File: config.mk
export PLATFORM = sky130hd
export DESIGN_NAME = dmem_arbiter
export DESIGN_NICKNAME = d
export VERILOG_FILES = /design/src/rtl/dmem_arb_pkg.sv /design/src/rtl/rr_pick2.sv /design/src/rtl/dmem_arbiter.sv
export SDC_FILE = /design/constraint.sdc
export NUM_CORES = 1
export LEC_CHECK = 0
export ABC_AREA = 1
export CORE_UTILIZATION = 44
export CTS_CLUSTER_DIAMETER = 30
export CTS_CLUSTER_SIZE = 16
export DETAILED_ROUTE_END_ITERATION = 8
export PLACE_DENSITY = 0.86
export SLEW_MARGIN = 10
export SYNTH_ARGS = -nofsm -noshare
export SYNTH_HDL_FRONTEND = slang
export SYNTH_SLANG_ARGS = --single-unit
File: constraint.sdc
create_clock -name clk -period 4.8 [get_ports clk]
set_clock_uncertainty 0.1 [all_clocks]
set_input_delay 0.72 -clock clk [delete_from_list [all_inputs] [get_ports clk]]
set_output_delay 0.72 -clock clk [all_outputs]
set_load 0.01 [all_outputs]
File: src/rtl/dmem_arb_pkg.sv
// Shared definitions for the data-memory arbiter.
//   state_t      : arbiter sequencing states
//   DMEM_DEPTH   : number of 32-bit words in the data memory
//   DMEM_DATA_W  : data width of the memory
//   DMEM_ADDR_W  : address width of the memory (Dir)
//   P0 / P1      : requester port identifiers
package dmem_arb_pkg;

    localparam int DMEM_DEPTH  = 128;
    localparam int DMEM_DATA_W = 32;
    localparam int DMEM_ADDR_W = 32;

    localparam logic P0 = 1'b0;
    localparam logic P1 = 1'b1;

    typedef enum logic [1:0] {
        IDLE   = 2'd0,
        ACCESS = 2'd1,
        DONE   = 2'd2
    } state_t;

endpackage

File: src/rtl/rr_pick2.sv
// Combinational two-way round-robin selector.
//   req[1:0]   : request lines, bit n = port n
//   last_grant : port that completed the previous access
//   gnt_valid  : at least one request is pending
//   gnt_id     : chosen port (only meaningful when gnt_valid)
// On a tie the port that did not win last time is chosen.
module rr_pick2
    import dmem_arb_pkg::*;
(
    input  logic [1:0] req,
    input  logic       last_grant,
    output logic       gnt_valid,
    output logic       gnt_id
);

    always_comb begin
        gnt_valid = |req;
        gnt_id    = P0;
        case (req)
            2'b01:   gnt_id = P0;
            2'b10:   gnt_id = P1;
            2'b11:   gnt_id = ~last_grant;
            default: gnt_id = P0;
        endcase
    end

endmodule

File: src/rtl/dmem_arbiter.sv
// Two-port arbiter/sequencer in front of the single-port data memory.
// Each granted access runs IDLE -> ACCESS -> DONE: the request is latched at
// the grant edge, the memory strobe is a registered single-cycle level in
// ACCESS, and the requester sees a one-cycle ack (with err/rdata) in DONE.
//   clk, rst_n                  : clock, asynchronous active-low reset
//   rN_req/we/addr/wdata        : port N request (held until rN_ack)
//   rN_ack/err/rdata            : port N completion pulse, range error, read data
//   MemWrite/MemRead/Din/Dir    : registered memory controls
//   Dout                        : combinational memory read data
//   busy                        : an access is in progress
//   owner                       : port currently or last granted
module dmem_arbiter
    import dmem_arb_pkg::*;
#(
    parameter int DATA_W = DMEM_DATA_W,
    parameter int ADDR_W = DMEM_ADDR_W,
    parameter int DEPTH  = DMEM_DEPTH
) (
    input  logic              clk,
    input  logic              rst_n,
    input  logic              r0_req,
    input  logic              r0_we,
    input  logic [ADDR_W-1:0] r0_addr,
    input  logic [DATA_W-1:0] r0_wdata,
    output logic              r0_ack,
    output logic              r0_err,
    output logic [DATA_W-1:0] r0_rdata,
    input  logic              r1_req,
    input  logic              r1_we,
    input  logic [ADDR_W-1:0] r1_addr,
    input  logic [DATA_W-1:0] r1_wdata,
    output logic              r1_ack,
    output logic              r1_err,
    output logic [DATA_W-1:0] r1_rdata,
    output logic              MemWrite,
    output logic              MemRead,
    output logic [DATA_W-1:0] Din,
    output logic [ADDR_W-1:0] Dir,
    input  logic [DATA_W-1:0] Dout,
    output logic              busy,
    output logic              owner
);

    localparam logic [ADDR_W-1:0] DEPTH_A = ADDR_W'(DEPTH);

    state_t state_reg, state_next;

    logic last_grant_reg;
    logic id_reg;
    logic we_reg;
    logic err_reg;

    logic gnt_valid;
    logic gnt_id;

    logic [1:0]        req_vec;
    logic [1:0]        we_vec;
    logic [ADDR_W-1:0] addr_vec  [2];
    logic [DATA_W-1:0] wdata_vec [2];

    logic              sel_we;
    logic [ADDR_W-1:0] sel_addr;
    logic [DATA_W-1:0] sel_wdata;
    logic              sel_in_range;

    logic [DATA_W-1:0] rdata_capture;

    logic [1:0]        ack_vec;
    logic [1:0]        err_vec;
    logic [DATA_W-1:0] rdata_vec [2];

    assign req_vec      = {r1_req, r0_req};
    assign we_vec       = {r1_we, r0_we};
    assign addr_vec[0]  = r0_addr;
    assign addr_vec[1]  = r1_addr;
    assign wdata_vec[0] = r0_wdata;
    assign wdata_vec[1] = r1_wdata;

    rr_pick2 u_pick (
        .req        (req_vec),
        .last_grant (last_grant_reg),
        .gnt_valid  (gnt_valid),
        .gnt_id     (gnt_id)
    );

    always_comb begin
        sel_we       = we_vec[gnt_id];
        sel_addr     = addr_vec[gnt_id];
        sel_wdata    = wdata_vec[gnt_id];
        sel_in_range = (sel_addr < DEPTH_A);
    end

    // Writes and out-of-range accesses return zero read data.
    assign rdata_capture = (we_reg || err_reg) ? '0 : Dout;

    always_comb begin
        state_next = state_reg;
        case (state_reg)
            IDLE:    if (gnt_valid) state_next = ACCESS;
            ACCESS:  state_next = DONE;
            DONE:    state_next = IDLE;
            default: state_next = IDLE;
        endcase
    end

    always_ff @(posedge clk or negedge rst_n) begin
        if (!rst_n) begin
            state_reg <= IDLE;
        end else begin
            state_reg <= state_next;
        end
    end

    // Grant latch and memory drive. Strobes are only raised at the grant
    // edge, so they are high for exactly the ACCESS cycle.
    always_ff @(posedge clk or negedge rst_n) begin
        if (!rst_n) begin
            last_grant_reg <= P1;
            id_reg         <= P0;
            we_reg         <= 1'b0;
            err_reg        <= 1'b0;
            MemWrite       <= 1'b0;
            MemRead        <= 1'b0;
            Din            <= '0;
            Dir            <= '0;
            owner          <= P0;
        end else begin
            case (state_reg)
                IDLE: begin
                    if (gnt_valid) begin
                        id_reg   <= gnt_id;
                        we_reg   <= sel_we;
                        err_reg  <= ~sel_in_range;
                        Dir      <= sel_addr;
                        Din      <= sel_wdata;
                        MemWrite <= sel_we & sel_in_range;
                        MemRead  <= ~sel_we & sel_in_range;
                        owner    <= gnt_id;
                    end
                end
                ACCESS: begin
                    MemWrite <= 1'b0;
                    MemRead  <= 1'b0;
                end
                DONE: begin
                    last_grant_reg <= id_reg;
                end
                default: begin
                    MemWrite <= 1'b0;
                    MemRead  <= 1'b0;
                end
            endcase
        end
    end

    // Per-port completion registers: loaded at the end of ACCESS for the
    // granted port, so ack/err are high only during DONE.
    for (genvar gi = 0; gi < 2; gi++) begin : g_port
        logic              ack_reg;
        logic              err_q_reg;
        logic [DATA_W-1:0] rdata_reg;

        always_ff @(posedge clk or negedge rst_n) begin
            if (!rst_n) begin
                ack_reg   <= 1'b0;
                err_q_reg <= 1'b0;
                rdata_reg <= '0;
            end else if (state_reg == ACCESS && id_reg == 1'(gi)) begin
                ack_reg   <= 1'b1;
                err_q_reg <= err_reg;
                rdata_reg <= rdata_capture;
            end else begin
                ack_reg   <= 1'b0;
                err_q_reg <= 1'b0;
            end
        end

        assign ack_vec[gi]   = ack_reg;
        assign err_vec[gi]   = err_q_reg;
        assign rdata_vec[gi] = rdata_reg;
    end

    assign r0_ack   = ack_vec[0];
    assign r0_err   = err_vec[0];
    assign r0_rdata = rdata_vec[0];
    assign r1_ack   = ack_vec[1];
    assign r1_err   = err_vec[1];
    assign r1_rdata = rdata_vec[1];

    assign busy = (state_reg != IDLE);

endmodule

======== Word level (Yosys, flattened, before mapping) ========
Index checks and enable logic that the tools add are counted.
Widths: inputs -> output; s select.
word-level totals
  bits in registers ....................... 140
  bits of input ports ..................... 166
  output and inout bits ................... 136
  word-level logic and storage cells ...... 59
cells by class
  magnitude comparators ................... 3
  equality and inequality tests ........... 5
  multiplexer cells ....................... 20
  bitwise operators ....................... 8
  reduce and logical (&&, ||, !) cells .... 8
operators by type and width
  kind                 number
  $mux 32              7
  $lt 32x8->1 const B  1
  $mux 1               8
  $eq 2x2->1 const B   3
  $pmux 1 s2           3
  $not 1->1            5
  $pmux 2 s2           1
  $reduce_and 2->1     2
  $and 1x1->1          2
  $eq 2x1->1 const B   1
  $ge 2x2->1 const B   1
  $logic_and 1x1->1    2
  $logic_not 2->1      1
  $lt 1x2->1 const B   1
  $mux 2               1
  $ne 2x2->1 const B   1
  $not 1->2            1
  $reduce_bool 2->1    1
  $reduce_or 2->1      1
  $logic_or 1x1->1     1

======== Longest topological paths before layout ========
Gate-level depths: netlist (run 1).
  word-level depth ........................ 10
  gate-level depth with buffers ........... 12
  mapped depth without buffers ............ 11

======== By module ========
Synthesis (run 1) repeated with hierarchy kept, for this count alone.
second synthesis, totals
  cells, all modules ...................... 808
  area, all modules ....................... 6288.5 um2
modules (own cells, without submodules)
  module        times used  cells an instance  area each (um2)  seq. area each (um2)
  dmem_arbiter  1           805                6273.5           3504.6
  rr_pick2      1           3                  15.0             0.0

======== Least setup slack after synthesis (run 1) ========
OpenSTA, ideal clock, no wires.
  path kind ............................... input to register
  start point ............................. in r0_req
  end point ............................... reg err_reg
  setup time .............................. 116 ps
  arrival ................................. 1593 ps
  required time ........................... 4584 ps
  slack ................................... 2990 ps
  stages on the path ...................... 11
  buffers on the path ..................... 1
  cell sequence ........................... nand2_1 > nand2_2 > buf_4 > nand2_1 > nand2_1 > nor2_1 > nand3_1 > nor2_2 > nand2_1 > nand2_1 > nand2_1
between the ends
  longest elaborated chain between the ends .. 8
  elaborated cells on any way between the ends .. 11
  classes of those cells .................. order compare (1); eq/ne (2); mux (4); bitwise (2); reduce/logical (2)
ends and longest elaborated chain
  what                                         line                 RTL
  from (decl)                                  dmem_arbiter.sv:21   input logic r0_req,
  $eq 2x2->1                                   rr_pick2.sv:19       case (req)
  $pmux 1 s2                                   rr_pick2.sv:19
  $not 1->2 (not written as such)              dmem_arbiter.sv:88   sel_addr = addr_vec[gnt_id];
  $mux 32 (not written as such) (3 in series)  dmem_arbiter.sv:88
  $lt 32x8->1                                  dmem_arbiter.sv:90   sel_in_range = (sel_addr < DEPTH_A);
  $not 1->1                                    dmem_arbiter.sv:133  err_reg <= ~sel_in_range;
  to (signal assigned)                         dmem_arbiter.sv:133
  to (decl)                                    dmem_arbiter.sv:51   logic err_reg;
Several ways; a longest one is shown, not always the timed one. The select of a mux whose other input is x is not followed.
A chain may end at the register's enable or synchronous reset.

======== Worst setup path in the final report (run 1) ========
Same ends and word-level chain as after synthesis.

==> results of run 1 <==
==> through the flow <==
stage	instances	hold slack, ns	worst slack [ns]
2_1_floorplan	799	0.324	2.99
6_report	1275	0.362	1.52
3_5_place_dp	1243	0.365	1.11
5_1_grt	1275	0.395	1.21
3_3_place_gp	1243	0.361	1.21
4_1_cts	1275	0.380	1.54
==> layer usage <==
| metal | up-vias | track usage | part of all wire |
|---|---|---|---|
| met5 | - | 0 | 0 |
| met3 | 58 | 0.0775 | 0.091 |
| li1 | 3036 | - | - |
| met2 | 334 | 0.451 | 0.48 |
| met4 | 0 | 0.130 | 0.041 |
| met1 | 2931 | 0.325 | 0.39 |
==> cells by family (layout without fill, tap and decap cells) <==
logic type | Yosys count | in the layout | share of synthesized area
simple gates | 453 | 453 | 0.285
compound gates | 107 | 107 | 0.0880
flops | 140 | 140 | 0.562
buf+inv | 99 | 395 | 0.0652
==> placed cells by master, fill, tap and decap left out, types with 8 or more instances in the layout <==
master	netlist	routed
a31oi_1	11	11
clkbuf_16	0	17
clkdlybuf4s50_1	0	300
dfrtp_1	139	139
inv_1	50	50
nand2_1	329	329
nand3_1	8	8
nand3b_1	15	15
nor2_1	96	96
o21ai_0	39	39
o21ai_1	57	57
==> worst max path at each step <==
stage	startpoint	cells after the start	to
after global placement	r0_req	12	err_reg$_DFFE_PN0P_
after CTS	r0_req	12	err_reg$_DFFE_PN0P_
final	r0_req	12	err_reg$_DFFE_PN0P_
after global routing	r0_req	12	err_reg$_DFFE_PN0P_
after floorplan	r0_req	11	err_reg$_DFFE_PN0P_
after detailed placement	r0_req	11	MemWrite$_DFFE_PN0P_
==> layout make-up <==
type	count	area [um2]
clock buffer	19	443
clock inverter	13	125
fill	1087	3980
inverter	55	206
multi-input combinational	560	2330
sequential	140	3500
tap	180	225
timing repair buffer	308	3070
==> power groups by stage <==
stage | clock network (mW) | registers [mW] | logic [mW]
after floorplan | 0 | 2.21 | 1.00
after global placement | 0 | 2.00 | 2.62
after detailed placement | 0 | 2.01 | 2.69
after CTS | 1.27 | 2.01 | 2.69
after global routing | 1.32 | 2.07 | 2.92
final | 1.26 | 2.01 | 2.67
==> metrics.txt, run 1 <==
I/O Buffers 301; cell taking the most area after synthesis dfrtp_1; Logic pwr share 0.449; CTS Sinks 140; most frequent CP cell nand2_1; Pwr Total 5.94 mW; total die area 14700 um2; critical path data required time 5.06 ns; Remaining Overflow, GRT 0; WL/cell 15.3 um; Slew Limit Fails 0; syn nets 965; clock slew at reported path FFs 0.06 ns; max cap viols 0; # IOs 302; DR vias 6359; Mapped Area 6240 um2; startpoint types input port; die width 121 um; Final Cell Area 9900 um2; Buf/Inv on CP 2; antenna diode count 0; Largest stage delay, worst path 0.74 ns; measured slew at the worst slew-check pin 1.02 ns; maximum VDD drop 0.310 mV; Worst setup EP type flip-flop; RSZ-0062 raised after global routing false; All-Layer GR Usage 0.272; placed inst area 9330 um2; Yosys warning total 0; initial antenna violation count 0; clk_lat worst skew 0.42 ns; number of core rows 43; critical path's top delay family simple AND/OR/NAND/NOR gates; first-pass GRT wire length 30400 um; EDFF count, synth 0; TNS Setup 0 ns; crit-path cells clkdlybuf4s50_1 -> nand2_1 -> nand2_2 -> inv_2 -> nand2_1 -> nand2_1 -> nor2_1 -> nand2_1 -> nor2_2 -> nand2_1 -> nand2_1 -> nand2_1; HP Class in2async; CTS tree built; layout cell share with drive strength beyond 1 0.0447; Leakage 4.79 nW; f_max 0.305 GHz; flop-to-flop setup slack 1.82 ns; outcome completed; Max Root-Sink Buffers 2; post-CTS setup buffers 0; Clk pwr share 0.213; switching power 2.16 mW; Critical Path AT 3.53 ns; fin util 0.713; Rel. slew slack 0.322; Final setup viols 0; Die Height 121 um; Synth top cells by count 329 x nand2_1, 139 x dfrtp_1, 96 x nor2_1; terminus of the critical flop-to-flop path err_reg$_DFFE_PN0P_; hold-fix buffers at CTS 0; Synth Flop Type dfrtp_1; Worst path slowest cell inv_2; Flop pwr share 0.338; sw frac 0.363; post-synthesis sequential area ratio 0.562; drc violations 0; Cell variety after synth 18; final cycle utilization of the critical path 0.683; vias in the first global route 6147; post-layout min period 3.28 ns; Reg2Reg Depth 11; post-synthesis cell count 799; Core Area 13900 um2; Int Pwr 3.78 mW; clock root buffer clkbuf_16; Crit Path Category in2reg; P&R area growth vs syn 58.7%; Post-synth ARST share 1.00; PostCTS Resize Cnt 0; Nets 1248; Hold Vio Cnt, Final 0; cell area power density 600 nW/um2; Initial Utilization 0.450; Total Routed Length 19500 um; CTS Buf Count 17; Avg Synthesized Cell Area 7.81 um2; DP Wirelength 13700 um; Routed Antenna Nets 0; largest cells by area after synthesis dfrtp_1 56%, nand2_1 20%, nor2_1 5.8%; RR Startpoint last_grant_reg$_DFFE_PN1N_; largest net degree at the start of global routing 113; synthesized flop and latch total 140; # H-tree levels 4; Pre-antenna DRT Iters 5; GPL Wtd Cong 0.854; Yosys top cell area share 0.557; 1st-iter DRT viols 452; CP max FO 45; DR vias/cell 4.99; most common cell in the netlist nand2_1
(Power assumes the default switching activity.)
==> run 2: changes to the inputs <==
- CORE_UTILIZATION: 44 -> 37
- PLACE_DENSITY: 0.86 -> 0.77
- clock period: 4.8 -> 2.77 ns (I/O delays scaled with it)
==> metrics.txt, run 2 (synthesis results as in run 1) <==
layout cell share with drive strength beyond 1 0.0500 (+0.00521); WHS 0.240 ns (-0.122 ns); P&R area growth vs syn 62.5%; CP max FO 3 (-93%); flop-to-flop setup slack 0.63 ns (-1.19 ns); drc violations 0 (unchanged); total die area 17400 um2 (+19%); f_max 0.467 GHz; Critical Path AT 1.62 ns (-1.91 ns); Buf/Inv on CP 2 (unchanged); sw frac 0.351 (-0.0126); switching power 3.78 mW (+75%); DR vias/cell 4.73 (-5.2%); cell area power density 1060 nW/um2 (+77%); maximum VDD drop 0.477 mV (+54%); Total Routed Length 19700 um (+0.75%); number of core rows 47 (+9.3%); measured slew at the worst slew-check pin 0.637 ns (-0.379 ns); # IOs 302 (unchanged); placed insts 1290 (+3.8%); initial antenna violation count 0 (unchanged); clock slew at reported path FFs 0.06 ns (about the same); Reg2Reg Depth 11 (unchanged); critical path data required time 2.25 ns (-2.81 ns); WL/cell 14.9 um (-2.8%); first-pass GRT wire length 31600 um (+3.9%); Routed Antenna Nets 0 (unchanged); Int Pwr 6.99 mW (+85%); clk_lat worst skew 0.42 ns (about the same); Worst setup EP type output port; antenna diode count 0 (unchanged); CTS Buf Count 17 (unchanged); Max Root-Sink Buffers 2 (unchanged); critical path's top delay family buffers and inverters; Hold Vio Cnt, Final 0 (unchanged); outcome completed; die width 132 um (+8.9%); largest net degree at the start of global routing 92 (-19%); GPL Wtd Cong 0.843 (-1.3%); PostCTS Resize Cnt 0 (unchanged); DP Wirelength 13900 um (+1.9%); terminus of the critical flop-to-flop path err_reg$_DFFE_PN0P_; most frequent cells in the layout 329 x nand2_1, 300 x clkdlybuf4s50_1, 139 x dfrtp_1; crit-path cells nor2_1 -> inv_1 -> clkdlybuf4s50_1; clock root buffer clkbuf_16; worst setup path end busy; commonest non-fill, non-tap cell in the layout nand2_1; Leakage 4.88 nW (+1.9%); Initial Utilization 0.378 (-0.0719); HP Class in2async; Core Area 16500 um2 (+19%); 1st-iter DRT viols 349 (-23%); CP Launch Point state_reg[1]$_DFFE_PN0N_; post-layout min period 2.14 ns; vias in the first global route 6137 (-0.16%); final cycle utilization of the critical path 0.773; Flop pwr share 0.322 (-0.016); Rel. slew slack 0.574 (+0.252); Final setup viols 0 (unchanged); CTS Sinks 140 (unchanged); RR Startpoint last_grant_reg$_DFFE_PN1N_; CTS tree built; max cap viols 0 (unchanged); Clk pwr share 0.241 (+0.028); Pre-antenna DRT Iters 5 (unchanged); # H-tree levels 4 (unchanged); startpoint types flip-flop; DR vias 6245 (-1.8%); TNS Setup 0 ns (unchanged); All-Layer GR Usage 0.231 (-0.0405); Remaining Overflow, GRT 0 (unchanged); Post-Layout Cell Count 1321 (+3.6%); Worst path slowest cell clkdlybuf4s50_1; RSZ-0062 raised after global routing false; I/O Buffers 301 (unchanged); Die Height 132 um (+8.9%); Largest stage delay, worst path 0.53 ns (-0.21 ns); Crit path depth 3 (-9); Logic pwr share 0.437 (-0.012); Slew Limit Fails 0 (unchanged); Crit Path Category reg2out; Nets 1256 (+0.64%)
run 2: area by class of cell:
class / instances / area (um2)
clock inverters: 11 / 216
multi-input cells: 560 / 2330
repair buffers: 316 / 3150
inverters: 55 / 206
fillers: 1423 / 6390
well taps: 220 / 275
clock buffers: 19 / 453
flip-flops and latches: 140 / 3500
run 2: repair_timing:
item                      in CTS  in global routing
buffers inserted               0                  0
hold endpoints to repair      91                  0
hold buffers                   1                  0
run 2: worst register-to-register path: cells and delay by family (launching register included):
family	cells	cell delay (ns)
AND/OR/NAND/NOR	10	1.11
flip-flops	1	0.56
buffers and inverters	1	0.25
run 2: worst min-delay path by stage:
stage	endpoint	from	cells past startpoint	slack [ns]
detailed placement	r0_rdata[10]$_DFFE_PN0P_	rst_n	1	0.1
finish	r0_rdata[10]$_DFFE_PN0P_	rst_n	2	0.24
floorplan	Din[0]$_DFFE_PN0P_	rst_n	0	0.02
global route	r0_rdata[10]$_DFFE_PN0P_	rst_n	2	0.22
global placement	r0_rdata[10]$_DFFE_PN0P_	rst_n	1	0.1
CTS	r0_rdata[10]$_DFFE_PN0P_	rst_n	2	0.23
run 2: through the flow:
step	util	area (um2)	total power [mW]	worst slack, ns
6_report	0.614	10100	10.8	0.630
4_1_cts	0.614	10100	10.9	0.621
3_3_place_gp	0.572	9460	8.13	0.348
3_5_place_dp	0.572	9460	8.21	0.322
2_1_floorplan	-	6240	5.57	1.20
5_1_grt	0.614	10100	11.4	0.368
run 2: layer usage:
layer | part of all wire | global-route usage | routed length [um] | up-vias
li1 | - | - | - | 3056
met2 | 0.48 | 0.392 | 9520 | 271
met1 | 0.41 | 0.274 | 7980 | 2881
met5 | 0 | 0 | 0 | -
met4 | 0.025 | 0.0898 | 482 | 0
met3 | 0.085 | 0.0727 | 1670 | 37
run 2: power groups by stage:
stage,sequential [mW],combinational [mW],clock (mW)
after floorplan,3.83,1.74,0
after global placement,3.46,4.67,0
after detailed placement,3.48,4.73,0
after CTS,3.47,4.75,2.64
after global routing,3.58,5.13,2.72
final,3.47,4.70,2.60
